## src/rtl/fb_pingpong_ctrl_pkg.sv

```systemverilog
// -----------------------------------------------------------------------------
// fb_pkg
// Shared constants and the scheduler state type for the camera/VGA
// double-buffered frame buffer.
//   C_IMG_PXLS     pixels per frame (80x60)
// C_NB_IMG_PXLS  address bits per bank
//   C_NB_BUF       pixel word width (RGB565)
//   C_NB_SWAP      width of the bank-swap counter
//   fb_state_t     IDLE / CAPTURE / READY
// -----------------------------------------------------------------------------
package fb_pkg;

   localparam int C_IMG_PXLS    = 4800;
   localparam int C_NB_IMG_PXLS = 13;
   localparam int C_NB_BUF      = 16;
   localparam int C_NB_SWAP     = 8;

   typedef enum logic [1:0] {
      IDLE    = 2'd0,
      CAPTURE = 2'd1,
      READY   = 2'd2
   } fb_state_t;

endpackage

```

## src/rtl/fb_pingpong_ctrl_sync_edge_det.sv

```systemverilog
// -----------------------------------------------------------------------------
// sync_edge_det
// Single-register edge detector. o_evt is high for one cycle when i_sig
// is at level c_act and was not at c_act on the previous clock.
// Ports:
//   clk    in   clock
//   rst    in   synchronous active-high reset
//   i_sig  in   level signal already in the clk domain
//   o_evt  out  one-cycle event: transition of i_sig into c_act
// -----------------------------------------------------------------------------
module sync_edge_det #(
   parameter logic c_act = 1'b1
) (
   input  logic clk,
   input  logic rst,
   input  logic i_sig,
   output logic o_evt
);

   logic r_sig;

   // Reset to the inactive level so a quiet input never fires after reset.
   always_ff @(posedge clk) begin
      if (rst) begin
         r_sig <= ~c_act;
      end else begin
         r_sig <= i_sig;
      end
   end

   assign o_evt = (i_sig == c_act) && (r_sig != c_act);

endmodule

```

## src/rtl/fb_pingpong_ctrl.sv

```systemverilog
// -----------------------------------------------------------------------------
// fb_pingpong_ctrl
// Double-buffer scheduler for the camera frame buffer. The camera writes
// the back bank while VGA reads the front bank; banks swap only on a VGA
// vsync that follows a complete camera frame, so a torn frame is never shown.
//
// Optional feature macro: FB_FREEZE_EN adds input 'freeze'; while it is 1
// a VGA vsync in READY does not swap, holding the displayed frame.
//
// Ports:
//   clk          in   clock (single domain)
//   rst          in   synchronous active-high reset
//   cam_vsync    in   camera frame marker, rising edge = frame start
//   cam_pxl_vld  in   one-cycle pixel strobe
//   cam_pxl      in   pixel data
//   vga_vsync    in   display vsync, active level c_synch_act
//   vga_addr     in   display pixel address within a bank
//   freeze       in   (FB_FREEZE_EN only) hold the displayed frame
//   fb_wr_en     out  RAM write enable (registered)
//   fb_wr_addr   out  {wr_bank, pixel index} (registered)
//   fb_wr_data   out  RAM write data (registered)
//   fb_rd_addr   out  {rd_bank, vga_addr}, combinational
//   frame_drop   out  one-cycle pulse: a camera frame was discarded
//   swap_cnt     out  number of bank swaps, wraps 255->0
//   o_dbg_state  out  current scheduler state
//
// Interface handshake: cam_pxl_vld is a valid-only strobe with no ready;
// a pixel is consumed in the cycle its strobe is high or it is lost. The
// RAM ports are write-only commands that the RAM always accepts.
// -----------------------------------------------------------------------------
module fb_pingpong_ctrl
   import fb_pkg::*;
#(
   parameter logic c_synch_act   = 1'b0,
   parameter int   c_img_pxls    = C_IMG_PXLS,
   parameter int   c_nb_img_pxls = C_NB_IMG_PXLS,
   parameter int   c_nb_buf      = C_NB_BUF
) (
   input  logic                     clk,
   input  logic                     rst,
   input  logic                     cam_vsync,
   input  logic                     cam_pxl_vld,
   input  logic [c_nb_buf-1:0]      cam_pxl,
   input  logic                     vga_vsync,
   input  logic [c_nb_img_pxls-1:0] vga_addr,
`ifdef FB_FREEZE_EN
   input  logic                     freeze,
`endif
   output logic                     fb_wr_en,
   output logic [c_nb_img_pxls:0]   fb_wr_addr,
   output logic [c_nb_buf-1:0]      fb_wr_data,
   output logic [c_nb_img_pxls:0]   fb_rd_addr,
   output logic                     frame_drop,
   output logic [C_NB_SWAP-1:0]     swap_cnt,
   output fb_state_t                o_dbg_state
);

   // One extra bit so the counter can hold c_img_pxls even when it is a
   // power of two.
   localparam int                 LP_NB_CNT = c_nb_img_pxls + 1;
   localparam logic [LP_NB_CNT-1:0] LP_IMG  = LP_NB_CNT'(c_img_pxls);

   logic                     w_cam_start;
   logic                     w_vga_start;
   logic                     w_swap_ok;
   logic [LP_NB_CNT-1:0]     w_cnt_nxt;

   fb_state_t                r_state;
   logic [LP_NB_CNT-1:0]     r_cnt;
   logic                     r_rd_bank;
   logic                     r_wr_bank;
   logic                     r_wr_en;
   logic [c_nb_img_pxls:0]   r_wr_addr;
   logic [c_nb_buf-1:0]      r_wr_data;
   logic                     r_drop;
   logic [C_NB_SWAP-1:0]     r_swap_cnt;

   sync_edge_det #(.c_act(1'b1)) u_cam_edge (
      .clk   (clk),
      .rst   (rst),
      .i_sig (cam_vsync),
      .o_evt (w_cam_start)
   );

   sync_edge_det #(.c_act(c_synch_act)) u_vga_edge (
      .clk   (clk),
      .rst   (rst),
      .i_sig (vga_vsync),
      .o_evt (w_vga_start)
   );

`ifdef FB_FREEZE_EN
   assign w_swap_ok = w_vga_start && !freeze;
`else
   assign w_swap_ok = w_vga_start;
`endif

   assign w_cnt_nxt = r_cnt + 1'b1;

   always_ff @(posedge clk) begin
      if (rst) begin
         r_state    <= IDLE;
         r_cnt      <= '0;
         r_rd_bank  <= 1'b0;
         r_wr_bank  <= 1'b1;
         r_wr_en    <= 1'b0;
         r_wr_addr  <= {1'b1, {c_nb_img_pxls{1'b0}}};
         r_wr_data  <= '0;
         r_drop     <= 1'b0;
         r_swap_cnt <= '0;
      end else begin
         // Pulse outputs default low; address/data hold their last value.
         r_wr_en <= 1'b0;
         r_drop  <= 1'b0;

         case (r_state)
            IDLE: begin
               if (w_cam_start) begin
                  r_cnt   <= '0;
                  r_state <= CAPTURE;
               end
            end

            CAPTURE: begin
               // A frame marker wins over a pixel strobe in the same cycle.
               if (w_cam_start) begin
                  if (r_cnt == LP_IMG) begin
                     r_state <= READY;
                  end else begin
                     r_drop <= 1'b1;
                     r_cnt  <= '0;
                  end
               end else if (cam_pxl_vld && (r_cnt < LP_IMG)) begin
                  r_wr_en   <= 1'b1;
                  r_wr_addr <= {r_wr_bank, r_cnt[c_nb_img_pxls-1:0]};
                  r_wr_data <= cam_pxl;
                  r_cnt     <= w_cnt_nxt;
                  // Last pixel: hand the bank over without waiting for vsync.
                  if (w_cnt_nxt == LP_IMG) begin
                     r_state <= READY;
                  end
               end
            end

            READY: begin
               if (w_swap_ok) begin
                  r_rd_bank  <= r_wr_bank;
                  r_wr_bank  <= r_rd_bank;
                  r_swap_cnt <= r_swap_cnt + 1'b1;
                  // A frame starting together with the swap is captured
                  // straight into the freshly freed bank.
                  if (w_cam_start) begin
                     r_cnt   <= '0;
                     r_state <= CAPTURE;
                  end else begin
                     r_state <= IDLE;
                  end
               end else if (w_cam_start) begin
                  r_drop <= 1'b1;
               end
            end

            default: begin
               r_state <= IDLE;
            end
         endcase
      end
   end

   assign fb_wr_en    = r_wr_en;
   assign fb_wr_addr  = r_wr_addr;
   assign fb_wr_data  = r_wr_data;
   assign fb_rd_addr  = {r_rd_bank, vga_addr};
   assign frame_drop  = r_drop;
   assign swap_cnt    = r_swap_cnt;
   assign o_dbg_state = r_state;

endmodule

```

## config.mk

```make
export PLATFORM = sky130hd
export DESIGN_NAME = fb_pingpong_ctrl
export DESIGN_NICKNAME = d
export VERILOG_FILES = /design/src/rtl/fb_pingpong_ctrl_pkg.sv /design/src/rtl/fb_pingpong_ctrl_sync_edge_det.sv /design/src/rtl/fb_pingpong_ctrl.sv
export SDC_FILE = /design/constraint.sdc
export NUM_CORES = 1
export LEC_CHECK = 0
export CORE_MARGIN = 8
export CORE_UTILIZATION = 52
export CTS_BUF_LIST = sky130_fd_sc_hd__clkbuf_8
export DETAILED_ROUTE_END_ITERATION = 10
export PLACE_DENSITY_LB_ADDON = 0.3
export SYNTH_ARGS = -nofsm -noshare
export SYNTH_HDL_FRONTEND = slang
export SYNTH_SLANG_ARGS = --single-unit
```

## constraint.sdc

```tcl
create_clock -name clk -period 3.1 [get_ports clk]
set_input_delay 0.465 -clock clk [delete_from_list [all_inputs] [get_ports clk]]
set_output_delay 0.465 -clock clk [all_outputs]
set_load 0.005 [all_outputs]
```

==> results of run 1 <==
kinds of logic (layout without fill, tap and decap cells):
| kind of cell | after synthesis | in the layout | synth area share, % |
|---|---|---|---|
| simple gates | 145 | 145 | 24.2 |
| compound gates | 75 | 75 | 17.5 |
| flops | 60 | 60 | 42.2 |
| buf+inv | 45 | 92 | 8.56 |
| xor+xnor | 11 | 11 | 3.38 |
| fa+ha+maj | 8 | 8 | 3.51 |
| mux | 2 | 2 | 0.747 |
layout by cell type, fill, tap and decap left out, drive strengths merged, types with 3 or more instances in the layout:
master	instances
a21oi	39
a22oi	4
a311oi	9
a31oi	5
and3	3
buf	5
clkbuf	10
clkdlybuf4s50	62
clkinv	3
dfxtp	60
ha	8
inv	9
nand2	82
nand2b	4
nand3	12
nand4	4
nor2	19
nor2b	4
nor3	4
o21ai	6
xor2	9
layer usage:
layer  routed length (µm)  global-route usage, %
met2                 2950                   25.8
met4                   89                   6.52
met5                    0                      0
met3                  474                   6.40
met1                 3000                   18.1
through the flow:
stage	cells	hold WS, ns	util (%)
5_1_grt	465	0.472	66.6
2_1_floorplan	346	0.445	-
6_report	465	0.452	66.6
3_5_place_dp	449	0.446	62.9
4_1_cts	465	0.456	66.6
3_3_place_gp	449	0.440	62.9
registers in the layout (all words and copies together) (netlist names), 2 cells and up:
| signal | cells |
|---|---|
| r_cnt | 14 |
| fb_wr_data | 16 |
| swap_cnt | 8 |
| fb_wr_addr | 14 |
| o_dbg_state | 2 |
worst max-delay path: cells and delay by family, from the launching register on:
kind / cells / cell delay, ns
xor gates and xnor gates: 1 / 0.20
adders and majority gates: 1 / 0.38
DFF: 1 / 0.48
and+or+nand+nor: 3 / 0.64
AOI/OAI and AO/OA: 2 / 0.41
power groups by stage:
stage / combinational, mW / clock [mW] / sequential, mW
finish: 0.452 / 0.703 / 0.852
detailed placement: 0.452 / 0 / 0.868
global placement: 0.445 / 0 / 0.867
CTS: 0.455 / 0.716 / 0.852
floorplan: 0.292 / 0 / 0.864
global route: 0.500 / 0.760 / 0.857
area by class of cell:
cell class | instances | area (µm²)
Fill cell | 470 | 1800
Multi-Input combinational cell | 241 | 1410
Sequential cell | 60 | 1200
Timing Repair Buffer | 67 | 668
Clock buffer | 10 | 138
Tap cell | 72 | 90.1
Clock inverter | 6 | 63.8
Inverter | 9 | 33.8
worst min path at each step:
stage,slack (ns),cells past startpoint,from,end
final,0.45,2,fb_wr_addr[6],fb_wr_addr[6]
after global routing,0.47,2,fb_wr_data[6],fb_wr_data[6]
after CTS,0.46,2,fb_wr_addr[0],fb_wr_addr[0]
after detailed placement,0.45,2,fb_wr_addr[0],fb_wr_addr[0]
after global placement,0.44,2,fb_wr_addr[6],fb_wr_addr[6]
after floorplan,0.45,2,r_wr_bank,r_rd_bank
==> reports/results.ini, run 1 <==
[power_and_ir_drop]
peakVddDrop_mv = 0.401
power_mw = 2.01
combPwrFrac_pct = 22.5
swShare_pct = 30.1
seqPwrFrac_pct = 42.5
clkPwrFrac_pct = 35.0
p_switching_mw = 0.605
internal-power_mw = 1.40
power.leakage_nw = 1.25
powerDensity_nw_per_um2 = 557

[logic_synthesis]
ys_types = 52
ys_warn_count = 0
synth_seq_area_share_pct = 42.2
netlist_area_um2 = 2850
synthDominantCellAreaShare_pct = 42.2
synth.area.top_cells = dfxtp_1 (42%), nand2_1 (11%), a21oi_1 (6.7%)
async_flop_share_pct = 0
syn_nets = 388
synth_edf_count = 0
synthCells = 346
yosys.area.top_type = dfxtp_1
synth_common_cells = nand2_1 (81), dfxtp_1 (60), a21oi_1 (38)
avgSynthCellArea_um2 = 8.23
synth_most_common_cell = nand2_1
ys.flop_type = dfxtp_1
synth-seq-cells = 60

[routing]
dr_total_vias = 2526
firstDrtPassIters = 4
drt-total-wl_um = 6510
drtIter0Drc = 120
vias_per_cell = 5.43
wire_per_inst_um = 14.0
ant_nets = 0
drc = 0

[worst_setup_path]
crit_chain = ha_1 -> nand3_4 -> nor4_4 -> xor2_1 -> and3_1 -> o2111ai_1 -> a41o_1
startpoint = r_cnt[1]
timing.rr.start = r_cnt[1]
critPathLaunchType = register
slowest_stage = dfxtp_1
max_stage_delay_ns = 0.48
ff2ff_path_depth = 7
required_ns = 3.32
worstReg2RegEnd = o_dbg_state[0]
rrSetupSlack_ns = 0.88
setup.worst_path.end_class = register
critPathMaxFanout = 9
critPathCapture = o_dbg_state[0]
worstSetupPathType = reg2reg
worstPathArrival_ns = 2.44

[clock_tree]
numCtsBuffers = 9
cts_hold_buf = 0
cts_buffer_depth = 2
post_cts_buffers = 0
cts_tree = built
clkLatencyLatePin_ns = 0.33
clock-sinks = 60
cts_htree_levels = 3
clk_pin_slew_ns = 0.07
root_buffer = clkbuf_8
post_cts_resized = 0

[sta]
tightest_slew_ns = 0.660
final-setup-viol-count = 0
fin_crit_sh_pct = 71.5
finalCriticalPeriod_ns = 2.22
max_freq_mhz = 451
finalMaxSlewViolations = 0
relSlewSlack_pct = 56.0
clock_skew_ns = 0.00624
timing.final.ws_setup_ns = 0.882
hold_viol_final = 0
grt_setup_unrepaired = false
fin_setup_tns_ns = 0

[job]
max-cap-violations = 0

[placement]
io_buffers = 63
dpl_cell_area_um2 = 3400
dpl.hpwl_um = 4580
place_ws_ns = 0.824
place.gp.congestion = 0.850

[floorplanning]
die-height_um = 90.0
die_w_um = 90.0
rows = 27
core-area_um2 = 5410
io_pins = 90
die-area_um2 = 8100
start_util_pct = 52.7

[global_route]
grt_usage_pct = 15.9
grt_pass1_vias = 2391
antenna_found_initial = 0
grt_pass1_wl_um = 10900
grt-ovfl-total = 0
grt_max_degree = 37

[finish]
area_delta_synth_final_pct = 26.4
antenna_cells = 0
design_area_um2 = 3600
drive_gt1_share_pct = 8.65
fin_nets = 430

[outcome]
status = complete, no violations

[min_path]
hp-class = reg2reg

Power figures use the tool's default switching activity.
==> inputs of run 2 (changes only) <==
CORE_UTILIZATION = 48   (was 52)
clock period = 2.25 ns   (was 3.1 ns; I/O delays follow)
==> reports/results.ini, run 2 (synthesized netlist as in run 1, its figures left out) <==
[outcome]
status = complete, no violations

[power_and_ir_drop]
peakVddDrop_mv = 0.504  ; +26%
power.leakage_nw = 1.31  ; +5.1%
power_mw = 2.68  ; +34%
powerDensity_nw_per_um2 = 733  ; +31%

[finish]
area_delta_synth_final_pct = 28.5
fin_nets = 444  ; +3.3%
finish.utilization_pct = 63.0  ; -3.6 points
layout_common_cells = nand2_1 (81), clkdlybuf4s50_1 (62), dfxtp_1 (60), a21oi_1 (38)
fill_cells = 529  ; +13%
final_common_cell = nand2_1
drive_gt1_share_pct = 11.6  ; +2.9 points
largest_reg_flops = 16  ; unchanged
antenna_cells = 0  ; unchanged

[worst_setup_path]
worstSetupPathType = reg2reg
setup.worst_path.end_class = register
worstPathArrival_ns = 2.30  ; -0.14 ns
timing.rr.start = r_cnt[0]
startpoint = r_cnt[0]
critPathMaxFanout = 6  ; -3
critPathLaunchType = register
required_ns = 2.48  ; -0.84 ns

[routing]
wire_per_inst_um = 14.3  ; +2.1%
ant_nets = 0  ; unchanged
firstDrtPassIters = 4  ; unchanged
drtIter0Drc = 173  ; +44%
drc = 0  ; unchanged
drt-total-wl_um = 6880  ; +5.6%
vias_per_cell = 5.38  ; -1.0%
dr_total_vias = 2586  ; +2.4%

[sta]
relSlewSlack_pct = 53.6  ; -2.4 points
grt_setup_unrepaired = false
tightest_slew_ns = 0.696  ; +0.0360 ns
max_freq_mhz = 483  ; +7.1%
clock_skew_ns = 0.0108  ; +0.00455 ns
timing.final.ws_setup_ns = 0.179  ; -0.703 ns
finalMaxSlewViolations = 0  ; unchanged
fin_crit_sh_pct = 92.0  ; +20 points
fin_setup_tns_ns = 0  ; unchanged
finalCriticalPeriod_ns = 2.07  ; -0.147 ns
hold_viol_final = 0  ; unchanged
final-setup-viol-count = 0  ; unchanged

[placement]
io_buffers = 63  ; unchanged
dpl.hpwl_um = 4930  ; +7.5%
place.gp.congestion = 0.876  ; +3.0%
place_ws_ns = 0.0186  ; -0.806 ns

[clock_tree]
numCtsBuffers = 9  ; unchanged
cts_htree_levels = 3  ; unchanged
post_cts_resized = 0  ; unchanged
clk_pin_slew_ns = 0.07  ; about the same
cts_tree = built
post_cts_buffers = 0  ; unchanged
cts_buffer_depth = 2  ; unchanged
clkLatencyLatePin_ns = 0.33  ; about the same
root_buffer = clkbuf_8
clock-sinks = 60  ; unchanged
cts_hold_buf = 0  ; unchanged

[floorplanning]
io_pins = 90  ; unchanged
core-area_um2 = 5820  ; +7.6%
die-height_um = 93.0  ; +3.4%
rows = 28  ; +3.7%
die-area_um2 = 8660  ; +6.8%
die_w_um = 93.0  ; +3.4%
start_util_pct = 49.0  ; -3.7 points

[global_route]
grt_max_degree = 40  ; +8.1%
grt_pass1_vias = 2487  ; +4.0%
grt_usage_pct = 16.1  ; +0.25 points
antenna_found_initial = 0  ; unchanged
grt-ovfl-total = 0  ; unchanged
grt_pass1_wl_um = 11500  ; +5.6%

[min_path]
hp-class = reg2reg
min_from = fb_wr_addr[7]

[job]
max-cap-violations = 0  ; unchanged

## run 2: changes by cell type in the layout (fill, tap and decap cells not counted), sizes merged
cell | previous run | this run
buf | 5 | 19
clkinvlp | 2 | 0
clkinv | 3 | 5
bufinv | 1 | 0
## run 2: worst paths after layout
kind | to | slack (ns) | depth (start not counted)
setup / recovery | o_dbg_state[0] | 0.18 | 8
hold / removal | fb_wr_addr[7] | 0.45 | 2
setup reg to reg | o_dbg_state[0] | 0.18 | 8
hold reg to reg | fb_wr_addr[7] | 0.45 | 2
## run 2: worst max-delay path, stage by stage (launching register included)
cell       delay, ns
dfxtp_1         0.31
ha_1            0.23
buf_4           0.17
nand2b_1        0.14
mux2_1          0.29
o22ai_1         0.17
and3_1          0.20
o2111ai_1       0.18
a41o_1          0.28
## run 2: where the power goes
part / internal, mW / total (mW) / switching (mW)
logic: 0.312 / 0.687 / 0.374
registers: 1.12 / 1.17 / 0.0528
clock network: 0.417 / 0.825 / 0.408
## run 2: layer usage
metal | global-route usage [%] | up-vias | wire length [µm]
li1 | - | 1292 | -
met3 | 6.17 | 11 | 537
met5 | 0 | - | 0
met2 | 26.8 | 84 | 3140
met1 | 18.4 | 1199 | 3110
met4 | 6.17 | 0 | 102
## run 2: area by class of cell
type / instances / area (µm²) / area share (%)
Clock inverter: 5 / 28.8 / 0.786
Timing Repair Buffer: 81 / 761 / 20.8
Sequential cell: 60 / 1200 / 32.8
Multi-Input combinational cell: 241 / 1410 / 38.4
Tap cell: 75 / 93.8 / 2.56
Clock buffer: 10 / 138 / 3.76
Inverter: 9 / 33.8 / 0.922
## run 2: per-stage QoR
step	hold slack, ns	cell area, µm²	instances
finish	0.452	3660	481
global route	0.472	3660	481
CTS	0.454	3660	481
detailed placement	0.446	3500	466
global placement	0.441	3500	466
floorplan	0.444	2850	346
==> inputs of run 3 (changes only) <==
ABC_AREA = 1   (was default)
ABC_CLOCK_PERIOD_IN_PS = 2250   (was default)
CORE_MARGIN = 2   (was 8)
==> reports/results.ini, run 3 <==
[logic_synthesis]
synth_seq_area_share_pct = 41.5  ; -0.66 points
synthDominantCellAreaShare_pct = 41.5  ; -0.66 points
synth-seq-cells = 60  ; unchanged
synth_most_common_cell = nand2_1
netlist_area_um2 = 2890  ; +1.6%
syn_nets = 452  ; +16%
ys_warn_count = 0  ; unchanged
synth_common_cells = nand2_1 (69), dfxtp_1 (60), inv_1 (60)
yosys.area.top_type = dfxtp_1
ys_types = 28  ; -46%
async_flop_share_pct = 0  ; unchanged
ys.flop_type = dfxtp_1
synthCells = 410  ; +18%
avgSynthCellArea_um2 = 7.06  ; -14%
synth.area.top_cells = dfxtp_1 (42%), nand2_1 (8.9%), a21oi_1 (8.3%)
synth_edf_count = 0  ; unchanged

[finish]
final_common_cell = nand2_1
antenna_cells = 0  ; unchanged
finish.utilization_pct = 62.8  ; -0.20 points
layout.cells.non_filler = 539  ; +12%
fin_nets = 501  ; +13%
drive_gt1_share_pct = 7.33  ; -4.2 points
layout_common_cells = nand2_1 (69), clkdlybuf4s50_1 (63), inv_1 (62), dfxtp_1 (60), a21oi_1 (48)
largest_reg_flops = 16  ; unchanged
area_delta_synth_final_pct = 27.7

[worst_setup_path]
required_ns = 2.47  ; about the same
timing.rr.start = r_cnt[0]
crit_path_frequent_cell = nand2_1
critPathLaunchType = register
max_stage_delay_ns = 0.48  ; +0.17 ns
path_buf_inv = 0  ; -1
rrSetupSlack_ns = 0.28  ; +0.10 ns
worstReg2RegEnd = o_dbg_state[0]
critPathMaxFanout = 7  ; +1
startpoint = r_cnt[0]
ff2ff_path_depth = 14  ; +6
setup.worst_path.end_class = register
crit_family = simple AND/OR/NAND/NOR gates
worstSetupPathType = reg2reg
slowest_stage = dfxtp_1
crit_chain = ha_1 -> nand2_1 -> nor2_4 -> nand2_1 -> nand2_1 -> nand2_1 -> nor2_1 -> nand2_1 -> nor2_1 -> nand2_1 -> nand2_2 -> nand3_1 -> nand2_1 -> nor2_1
worstPathArrival_ns = 2.20  ; -0.10 ns

[power_and_ir_drop]
power.leakage_nw = 1.38  ; +5.1%
peakVddDrop_mv = 0.602  ; +19%
powerDensity_nw_per_um2 = 824  ; +12%

[global_route]
grt_usage_pct = 19.4  ; +3.3 points
grt-ovfl-total = 0  ; unchanged
grt_pass1_vias = 2397  ; -3.6%
grt_pass1_wl_um = 10100  ; -12%
grt_max_degree = 61  ; +53%
antenna_found_initial = 0  ; unchanged

[sta]
clock_skew_ns = 0.00558  ; -0.00521 ns
finalCriticalPeriod_ns = 1.97  ; -0.0990 ns
grt_setup_unrepaired = false
finalMaxSlewViolations = 0  ; unchanged
hold_viol_final = 0  ; unchanged
relSlewSlack_pct = 64.2  ; +11 points
max_freq_mhz = 507  ; +5.0%
fin_crit_sh_pct = 87.6  ; -4.4 points
tightest_slew_ns = 0.536  ; -0.159 ns
fin_setup_tns_ns = 0  ; unchanged
final-setup-viol-count = 0  ; unchanged

[routing]
drc = 0  ; unchanged
vias_per_cell = 4.88  ; -9.2%
wire_per_inst_um = 11.9  ; -17%
firstDrtPassIters = 4  ; unchanged
drtIter0Drc = 111  ; -36%
dr_total_vias = 2631  ; +1.7%
ant_nets = 0  ; unchanged
drt-total-wl_um = 6420  ; -6.7%

[clock_tree]
cts_buffer_depth = 2  ; unchanged
root_buffer = clkbuf_8
clkLatencyLatePin_ns = 0.33  ; about the same
post_cts_resized = 0  ; unchanged
post_cts_buffers = 0  ; unchanged
cts_htree_levels = 3  ; unchanged
cts_tree = built
cts_hold_buf = 0  ; unchanged
clk_pin_slew_ns = 0.07  ; about the same
numCtsBuffers = 9  ; unchanged
clock-sinks = 60  ; unchanged

[floorplanning]
start_util_pct = 49.2  ; +0.18 points
die_w_um = 81.7  ; -12%
io_pins = 90  ; unchanged
core-area_um2 = 5890  ; +1.2%
die-height_um = 81.7  ; -12%
die-area_um2 = 6670  ; -23%
rows = 28  ; unchanged

[outcome]
status = complete, no violations

[min_path]
min_to = fb_wr_addr[7]
hp-class = reg2reg
whs_path_depth = 2  ; unchanged
min_from = fb_wr_addr[7]

[placement]
place.gp.congestion = 0.913  ; +4.3%
dpl.hpwl_um = 4610  ; -6.4%
io_buffers = 63  ; unchanged
dp_cells = 523  ; +12%

[job]
max-cap-violations = 0  ; unchanged

[run 3: worst register-to-register path, cell delays in order, from the launching register on]
cell	delay, ns
dfxtp_1	0.48
ha_1	0.24
nand2_1	0.12
nor2_4	0.17
nand2_1	0.08
nand2_1	0.07
nand2_1	0.05
nor2_1	0.09
nand2_1	0.07
nor2_1	0.14
nand2_1	0.10
nand2_2	0.08
nand3_1	0.07
nand2_1	0.08
nor2_1	0.04
[run 3: area by class of cell]
class                      count  area [µm²]
clock buffer                  10         138
clock inverter                 6        80.1
fill                         521        2190
inverter                      63         236
multi-input combinational    258        1280
sequential                    60        1200
tap                           75        93.8
timing repair buffer          67         661
[run 3: logic make-up after synthesis]
kind of cell             synth area share (%)
XOR/XNOR                                0.605
multiplexers                            0.346
adder cells (fa/ha/maj)                  3.46
buffers and inverters                    14.1
AO/OA/AOI/OAI                            16.8
AND/OR/NAND/NOR                          23.2
flip-flops                               41.5
[run 3: where the power goes]
group          internal (mW)  switching, mW
sequential              1.19         0.0872
clock                  0.644          0.405
combinational          0.362          0.361
[run 3: routing by layer]
layer / wire length [µm] / part of all wire (%) / track usage, % / vias to the layer above
met1: 2910 / 45 / 21.9 / 1145
met4: 84 / 1.3 / 9.00 / 0
li1: - / - / - / 1391
met5: 0 / 0 / 0 / -
met3: 480 / 7.5 / 6.81 / 12
met2: 2950 / 46 / 33.0 / 83
[run 3: stage by stage]
| stage | total power, mW | hold WS (ns) | worst slack [ns] | cell area (µm²) |
|---|---|---|---|---|
| detailed placement | 2.02 | 0.435 | 0.167 | 3480 |
| finish | 3.04 | 0.442 | 0.278 | 3690 |
| global placement | 2.00 | 0.431 | 0.210 | 3480 |
| floorplan | 1.69 | 0.434 | 0.597 | 2890 |
| CTS | 3.07 | 0.446 | 0.324 | 3690 |
| global route | 3.21 | 0.466 | 0.0875 | 3690 |
[run 3: worst max-delay path by stage]
stage / endpoint / slack (ns) / cells past startpoint
detailed placement: r_cnt[11] / 0.17 / 9
global route: swap_cnt[6] / 0.09 / 11
floorplan: swap_cnt[7] / 0.60 / 12
finish: o_dbg_state[0] / 0.28 / 14
CTS: r_cnt[5] / 0.32 / 9
global placement: r_cnt[4] / 0.21 / 9
